## config.mk

```make
export PLATFORM = sky130hd
export DESIGN_NAME = ex_muldiv
export DESIGN_NICKNAME = d
export VERILOG_FILES = /design/src/rtl/ex_muldiv_pkg.sv /design/src/rtl/ex_muldiv_step.sv /design/src/rtl/ex_muldiv.sv
export SDC_FILE = /design/constraint.sdc
export NUM_CORES = 1
export LEC_CHECK = 0
export CORE_UTILIZATION = 35
export DETAILED_ROUTE_END_ITERATION = 16
export PLACE_DENSITY = 0.53
export SKIP_CTS_REPAIR_TIMING = 1
export SLEW_MARGIN = 5
export SYNTH_ARGS = -nofsm -noshare
export SYNTH_HDL_FRONTEND = slang
export SYNTH_SLANG_ARGS = --single-unit
```

## constraint.sdc

```tcl
create_clock -name clk -period 5 [get_ports clk]
set_clock_uncertainty 0.15 [all_clocks]
set_input_delay 1 -clock clk [delete_from_list [all_inputs] [get_ports clk]]
set_output_delay 1 -clock clk [all_outputs]
set_load 0.05 [all_outputs]
```

## src/rtl/ex_muldiv_pkg.sv

```systemverilog
// Shared encodings for the iterative multiply/divide unit: RV32M funct3 ops,
// FSM states and the default datapath width.
package ex_muldiv_pkg;

    localparam int XLEN_DEFAULT = 32;

    typedef enum logic [2:0] {
        OP_MUL    = 3'd0,
        OP_MULH   = 3'd1,
        OP_MULHSU = 3'd2,
        OP_MULHU  = 3'd3,
        OP_DIV    = 3'd4,
        OP_DIVU   = 3'd5,
        OP_REM    = 3'd6,
        OP_REMU   = 3'd7
    } op_e;

    typedef enum logic [1:0] {
        S_IDLE = 2'd0,
        S_CALC = 2'd1,
        S_DONE = 2'd2
    } state_e;

endpackage

```

## src/rtl/ex_muldiv_step.sv

```systemverilog
// One radix-2 iteration: shift-add multiply or restoring-divide step on the
// {hi, lo} working pair. Purely combinational so it can be chained.
module muldiv_step #(
    parameter int XLEN = 32
) (
    input  logic            is_div,
    input  logic [XLEN-1:0] hi,
    input  logic [XLEN-1:0] lo,
    input  logic [XLEN-1:0] operand,
    output logic [XLEN-1:0] hi_next,
    output logic [XLEN-1:0] lo_next
);

    logic [XLEN:0] sum;
    logic [XLEN:0] rem_sh;
    logic          ge;

    always_comb begin
        sum    = {1'b0, hi} + (lo[0] ? {1'b0, operand} : '0);
        rem_sh = {hi, lo[XLEN-1]};
        ge     = rem_sh >= {1'b0, operand};
        if (is_div) begin
            // hi holds the partial remainder, lo shifts dividend out / quotient in
            hi_next = ge ? XLEN'(rem_sh - {1'b0, operand}) : rem_sh[XLEN-1:0];
            lo_next = {lo[XLEN-2:0], ge};
        end else begin
            hi_next = sum[XLEN:1];
            lo_next = {sum[0], lo[XLEN-1:1]};
        end
    end

endmodule

```

## src/rtl/ex_muldiv.sv

```systemverilog
// Iterative RV32M multiply/divide unit: magnitudes are processed UNROLL bits
// per cycle, signs are re-applied at the end; div-by-zero/overflow bypass CALC.
module ex_muldiv
    import ex_muldiv_pkg::*;
#(
    parameter int XLEN   = XLEN_DEFAULT,
    parameter int UNROLL = 1
) (
    input  logic            clk,
    input  logic            rst,
    input  logic            rdy,
    input  logic            start,
    input  logic [2:0]      op,
    input  logic [XLEN-1:0] data1,
    input  logic [XLEN-1:0] data2,
    input  logic [4:0]      waddr_in,
    input  logic            flush,
    output logic            stall_req,
    output logic            we,
    output logic [4:0]      waddr,
    output logic [XLEN-1:0] wdata
);

    localparam int ITER = XLEN / UNROLL;
    localparam int CW   = $clog2(ITER) + 1;

    state_e          state;
    logic [CW-1:0]   cnt;
    op_e             op_q;
    logic [4:0]      waddr_q;
    logic [XLEN-1:0] opnd, hi, lo;
    logic            neg_q, neg_r;

    op_e             op_i;
    logic            div_i, sign_a, sign_b, div_zero, ovf, special, accept;
    logic [XLEN-1:0] mag_a, mag_b, special_res;

    always_comb begin
        op_i     = op_e'(op);
        div_i    = op[2];
        sign_a   = data1[XLEN-1] & (op_i inside {OP_MUL, OP_MULH, OP_MULHSU, OP_DIV, OP_REM});
        sign_b   = data2[XLEN-1] & (op_i inside {OP_MUL, OP_MULH, OP_DIV, OP_REM});
        mag_a    = sign_a ? -data1 : data1;
        mag_b    = sign_b ? -data2 : data2;
        div_zero = div_i && (data2 == '0);
        ovf      = (op_i inside {OP_DIV, OP_REM}) && (data1 == {1'b1, {(XLEN-1){1'b0}}})
                   && (data2 == '1);
        special  = div_zero | ovf;
        if (div_zero)
            special_res = (op_i inside {OP_DIV, OP_DIVU}) ? '1 : data1;
        else
            special_res = (op_i == OP_DIV) ? data1 : '0;
        accept    = rst & start & rdy & ~flush & (state != S_CALC);
        stall_req = (state == S_CALC) | (accept & ~special);
    end

    logic [UNROLL:0][XLEN-1:0] hi_c, lo_c;
    assign hi_c[0] = hi;
    assign lo_c[0] = lo;

    for (genvar g = 0; g < UNROLL; g++) begin : g_step
        muldiv_step #(.XLEN(XLEN)) u_step (
            .is_div  (op_q[2]),
            .hi      (hi_c[g]),
            .lo      (lo_c[g]),
            .operand (opnd),
            .hi_next (hi_c[g+1]),
            .lo_next (lo_c[g+1])
        );
    end

    logic [2*XLEN-1:0] prod;
    logic [XLEN-1:0]   calc_res;

    always_comb begin
        prod = {hi_c[UNROLL], lo_c[UNROLL]};
        if (neg_q) prod = -prod;
        case (op_q)
            OP_MUL:                        calc_res = prod[XLEN-1:0];
            OP_MULH, OP_MULHSU, OP_MULHU:  calc_res = prod[2*XLEN-1:XLEN];
            OP_DIV, OP_DIVU:               calc_res = neg_q ? -lo_c[UNROLL] : lo_c[UNROLL];
            default:                       calc_res = neg_r ? -hi_c[UNROLL] : hi_c[UNROLL];
        endcase
    end

    always_ff @(posedge clk or negedge rst) begin
        if (!rst) begin
            state   <= S_IDLE;
            cnt     <= '0;
            op_q    <= OP_MUL;
            waddr_q <= '0;
            opnd    <= '0;
            hi      <= '0;
            lo      <= '0;
            neg_q   <= 1'b0;
            neg_r   <= 1'b0;
            we      <= 1'b0;
            waddr   <= '0;
            wdata   <= '0;
        end else if (flush) begin
            state <= S_IDLE;
            cnt   <= '0;
            we    <= 1'b0;
        end else if (rdy) begin
            we <= 1'b0;
            case (state)
                S_CALC: begin
                    hi <= hi_c[UNROLL];
                    lo <= lo_c[UNROLL];
                    if (cnt == CW'(ITER - 1)) begin
                        state <= S_DONE;
                        we    <= 1'b1;
                        waddr <= waddr_q;
                        wdata <= calc_res;
                    end else begin
                        cnt <= cnt + 1'b1;
                    end
                end
                default: begin
                    state <= S_IDLE;
                    if (start) begin
                        op_q    <= op_i;
                        waddr_q <= waddr_in;
                        neg_q   <= sign_a ^ sign_b;
                        neg_r   <= sign_a;
                        hi      <= '0;
                        lo      <= div_i ? mag_a : mag_b;
                        opnd    <= div_i ? mag_b : mag_a;
                        cnt     <= '0;
                        if (special) begin
                            state <= S_DONE;
                            we    <= 1'b1;
                            waddr <= waddr_in;
                            wdata <= special_res;
                        end else begin
                            state <= S_CALC;
                        end
                    end
                end
            endcase
        end
    end

endmodule

```

==> metrics.txt <==
outcome=completed; delay-heaviest family, CP=compound AO/OA/AOI/OAI gates; GRT Total Usage=31.8%; CTS buffer count=17; routed via count=18600; start point of the critical path=opnd[25]$_DFFE_PN0P_; Max clock buf depth=2; WL final=roughly 77000 um; CTS clk-pin slew, worst paths=0.07 ns; syn_nets=2386; Core ar.=46500 sq um; CP Capture Point=wdata[7]$_DFFE_PN0P_; synth warn=0; CTS tree=yes; reg2reg setup slack=approximately 0.15 ns; post-synthesis cell area=roughly 16000 sq um; Syn Inst Count=2237; layout cell share with drive strength beyond 1=between 15 and 20%; final setup TNS=0 ns; final std cells w/o fill=roughly 3100; Worst Max-Slew Pin Slew=around 1.1 ns; post-layout power=~0.008 W; die area=48000 sq um; vias in the first global route=17300; Primary FF master, synth=dfrtp_1; buffers and inverters on the worst path=6; Yosys reg bits=152; area post-placement=~20000 sq um; drt drc=0; Port Buffer Count=115; CP most frequent cell=buf_4; sequential fraction of the synthesis area=a little under a quarter; Async SR Flop Fraction=100%; Final #Nets=~2700; Detailed Place HPWL=just over 60000 um; Max Fclk=0.206 GHz; final slew viol count=0; kind of critical path=reg -> reg; CP Data Required Time=roughly 5.2 ns; clock sinks=~150; reg2reg start=opnd[25]$_DFFE_PN0P_; Initial Utilization=35.5%; grt ovf=0; Die Height=approximately 220 um; synthesized area per cell=roughly 7.4 sq um; synthesis-to-finish area growth=26.5%; ANT nets after route=0; CP startpoint kind=flop; R2R depth=18; worst hold slack=0.313 ns; worst-path cell chain=inv_1 > ha_1 > nor3_1 > o21ai_1 > a21oi_4 > inv_1 > o31a_2 > buf_4 > buf_4 > or4_4 > a221oi_4 > nand2_4 > o21ai_0 > buf_4 > o221ai_1 > a221oi_1 > buf_4 > o31ai_1; most frequent cells in the layout=271 x buf_4, 270 x nand2_1, 231 x o21ai_0, 217 x a21oi_1, 188 x nor2_1; worst vdd ir=between 0.0002 and 0.0003 V; Placed Instances=~3100; worst-skew pair later-pin latency=~0.50 ns; CP Capture Type=flop; Arr. time, crit path=between 5 and 6 ns; slowest cell delay on critical path=0.46 ns; Tcrit/Tclk final=a little over nine tenths; Placer Congestion=between 1 and 1.5; CP max stage cell=a221oi_1; LEAKAGE=8.63 nW; FP Rows=79; IO Pins=around 120; final setup violation count=0; drt via density=5.94; Post-synth EDFFs=0; width of the die=approximately 220 um; Pre-antenna DRT Iters=6; Root Driver=clkbuf_16; pin count of the biggest net entering global routing=98; min cycle time layout=4.85 ns; design area=roughly 21000 sq um; initial drt markers=roughly 1900; MaxCap Viol Count=0; HP Class=in -> async; final hold viol count=0; most common cell after layout, fill and taps aside=buf_4; H-tree depth=4; ratio of total power to cell area=approximately 390 nW/um^2; max_slew headroom=around 27%; reg2reg end=wdata[7]$_DFFE_PN0P_; critical path depth=18; initial antenna violation count=7; first-pass GRT wire length=112000 um; drt wl/cell=24.6 um; crit-path max FO=8; Yosys cell types=105
## cell families (layout without fill, tap and decap cells)
logic type,after synthesis,in the layout,share of synthesized area [%]
muxes,52,52,3.25
xor gates and xnor gates,161,161,8.55
other,0,2,0
DFF,152,152,23.1
adders and majority gates,72,72,5.56
and+or+nand+nor,789,789,23.3
AOI/OAI and AO/OA,792,792,30.8
buffers and inverters,219,498,5.52
## metal layers
metal / part of all wire [%] / wire (um) / vias up / GRT usage [%]
met5: 0.018 / 14 / - / 0
met4: 4.4 / 3360 / 2 / 14.4
met3: 6.9 / 5330 / 142 / 5.97
met2: 45 / 34600 / 726 / 49.9
met1: 44 / 33400 / 9030 / 42.2
li1: - / - / 8669 / -
## metrics by stage
stage / utilization [%] / worst slack [ns]
final: 44.9 / 0.149
after global placement: 42.8 / -0.0752
after global routing: 44.9 / -0.0201
after CTS: 44.0 / -0.0860
after floorplan: - / 0.00818
after detailed placement: 42.8 / -0.0507
## state kept, by name, summed over array words and instances, names as in the netlist
name,count
wdata,32
cnt,6
we,1
op_q,3
opnd,32
state,2
neg_q,1
waddr,5
waddr_q,5
lo,32
neg_r,1
hi,32
## worst min-delay path by stage
| stage | depth (start not counted) | startpoint | slack [ns] | endpoint |
|---|---|---|---|---|
| after CTS | 1 | rst | 0.31 | cnt[2]$_DFFE_PN0P_ |
| after global routing | 1 | rst | 0.32 | waddr_q[1]$_DFFE_PN0P_ |
| after global placement | 1 | we$_DFFE_PN0P_ | 0.32 | we$_DFFE_PN0P_ |
| after floorplan | 1 | cnt[5]$_DFFE_PN0P_ | 0.30 | cnt[5]$_DFFE_PN0P_ |
| after detailed placement | 1 | we$_DFFE_PN0P_ | 0.32 | we$_DFFE_PN0P_ |
| final | 1 | rst | 0.31 | cnt[3]$_DFFE_PN0P_ |
## Yosys cell counts, drive strengths merged, types with 24 or more instances
master,instances,area [sq um]
a211oi,34,265
a21oi,231,1180
a31oi,29,196
and2,41,257
buf,42,245
clkbuf,99,372
dfrtp,152,3800
ha,70,876
inv,78,293
mux2i,40,400
nand2,274,1040
nand2b,24,150
nand3,49,255
nand4,26,169
nor2,190,716
nor3,58,302
o211ai,32,240
o21ai,245,1240
o31ai,36,289
or3,28,195
xnor2,96,841
xor2,65,569
## report_power, final
| group | switching, W | internal [W] |
|---|---|---|
| logic | 0.00321 | 0.00208 |
| registers | 0.000201 | 0.00140 |
| clock network | 0.000617 | 0.000694 |
## worst reg2reg max path, stage by stage (launching register included)
cell and delay [ns]:
dfrtp_1 0.39, inv_1 0.06, ha_1 0.38, nor3_1 0.24, o21ai_1 0.17, a21oi_4 0.30, inv_1 0.22, o31a_2 0.20
buf_4 0.19, buf_4 0.14, or4_4 0.43, a221oi_4 0.36, nand2_4 0.16, o21ai_0 0.31, buf_4 0.19, o221ai_1 0.13
a221oi_1 0.47, buf_4 0.19, o31ai_1 0.06
## cell type report
type	count	area (sq um)
Clock inverter	10	97.6
Tap cell	607	759
Sequential cell	152	3810
Fill cell	4688	25600
Inverter	78	295
Timing Repair Buffer	389	3250
Clock buffer	21	450
Multi-Input combinational cell	1866	12200
Antenna cell	2	5.00
Note: power is estimated with default switching activity, not from simulation.
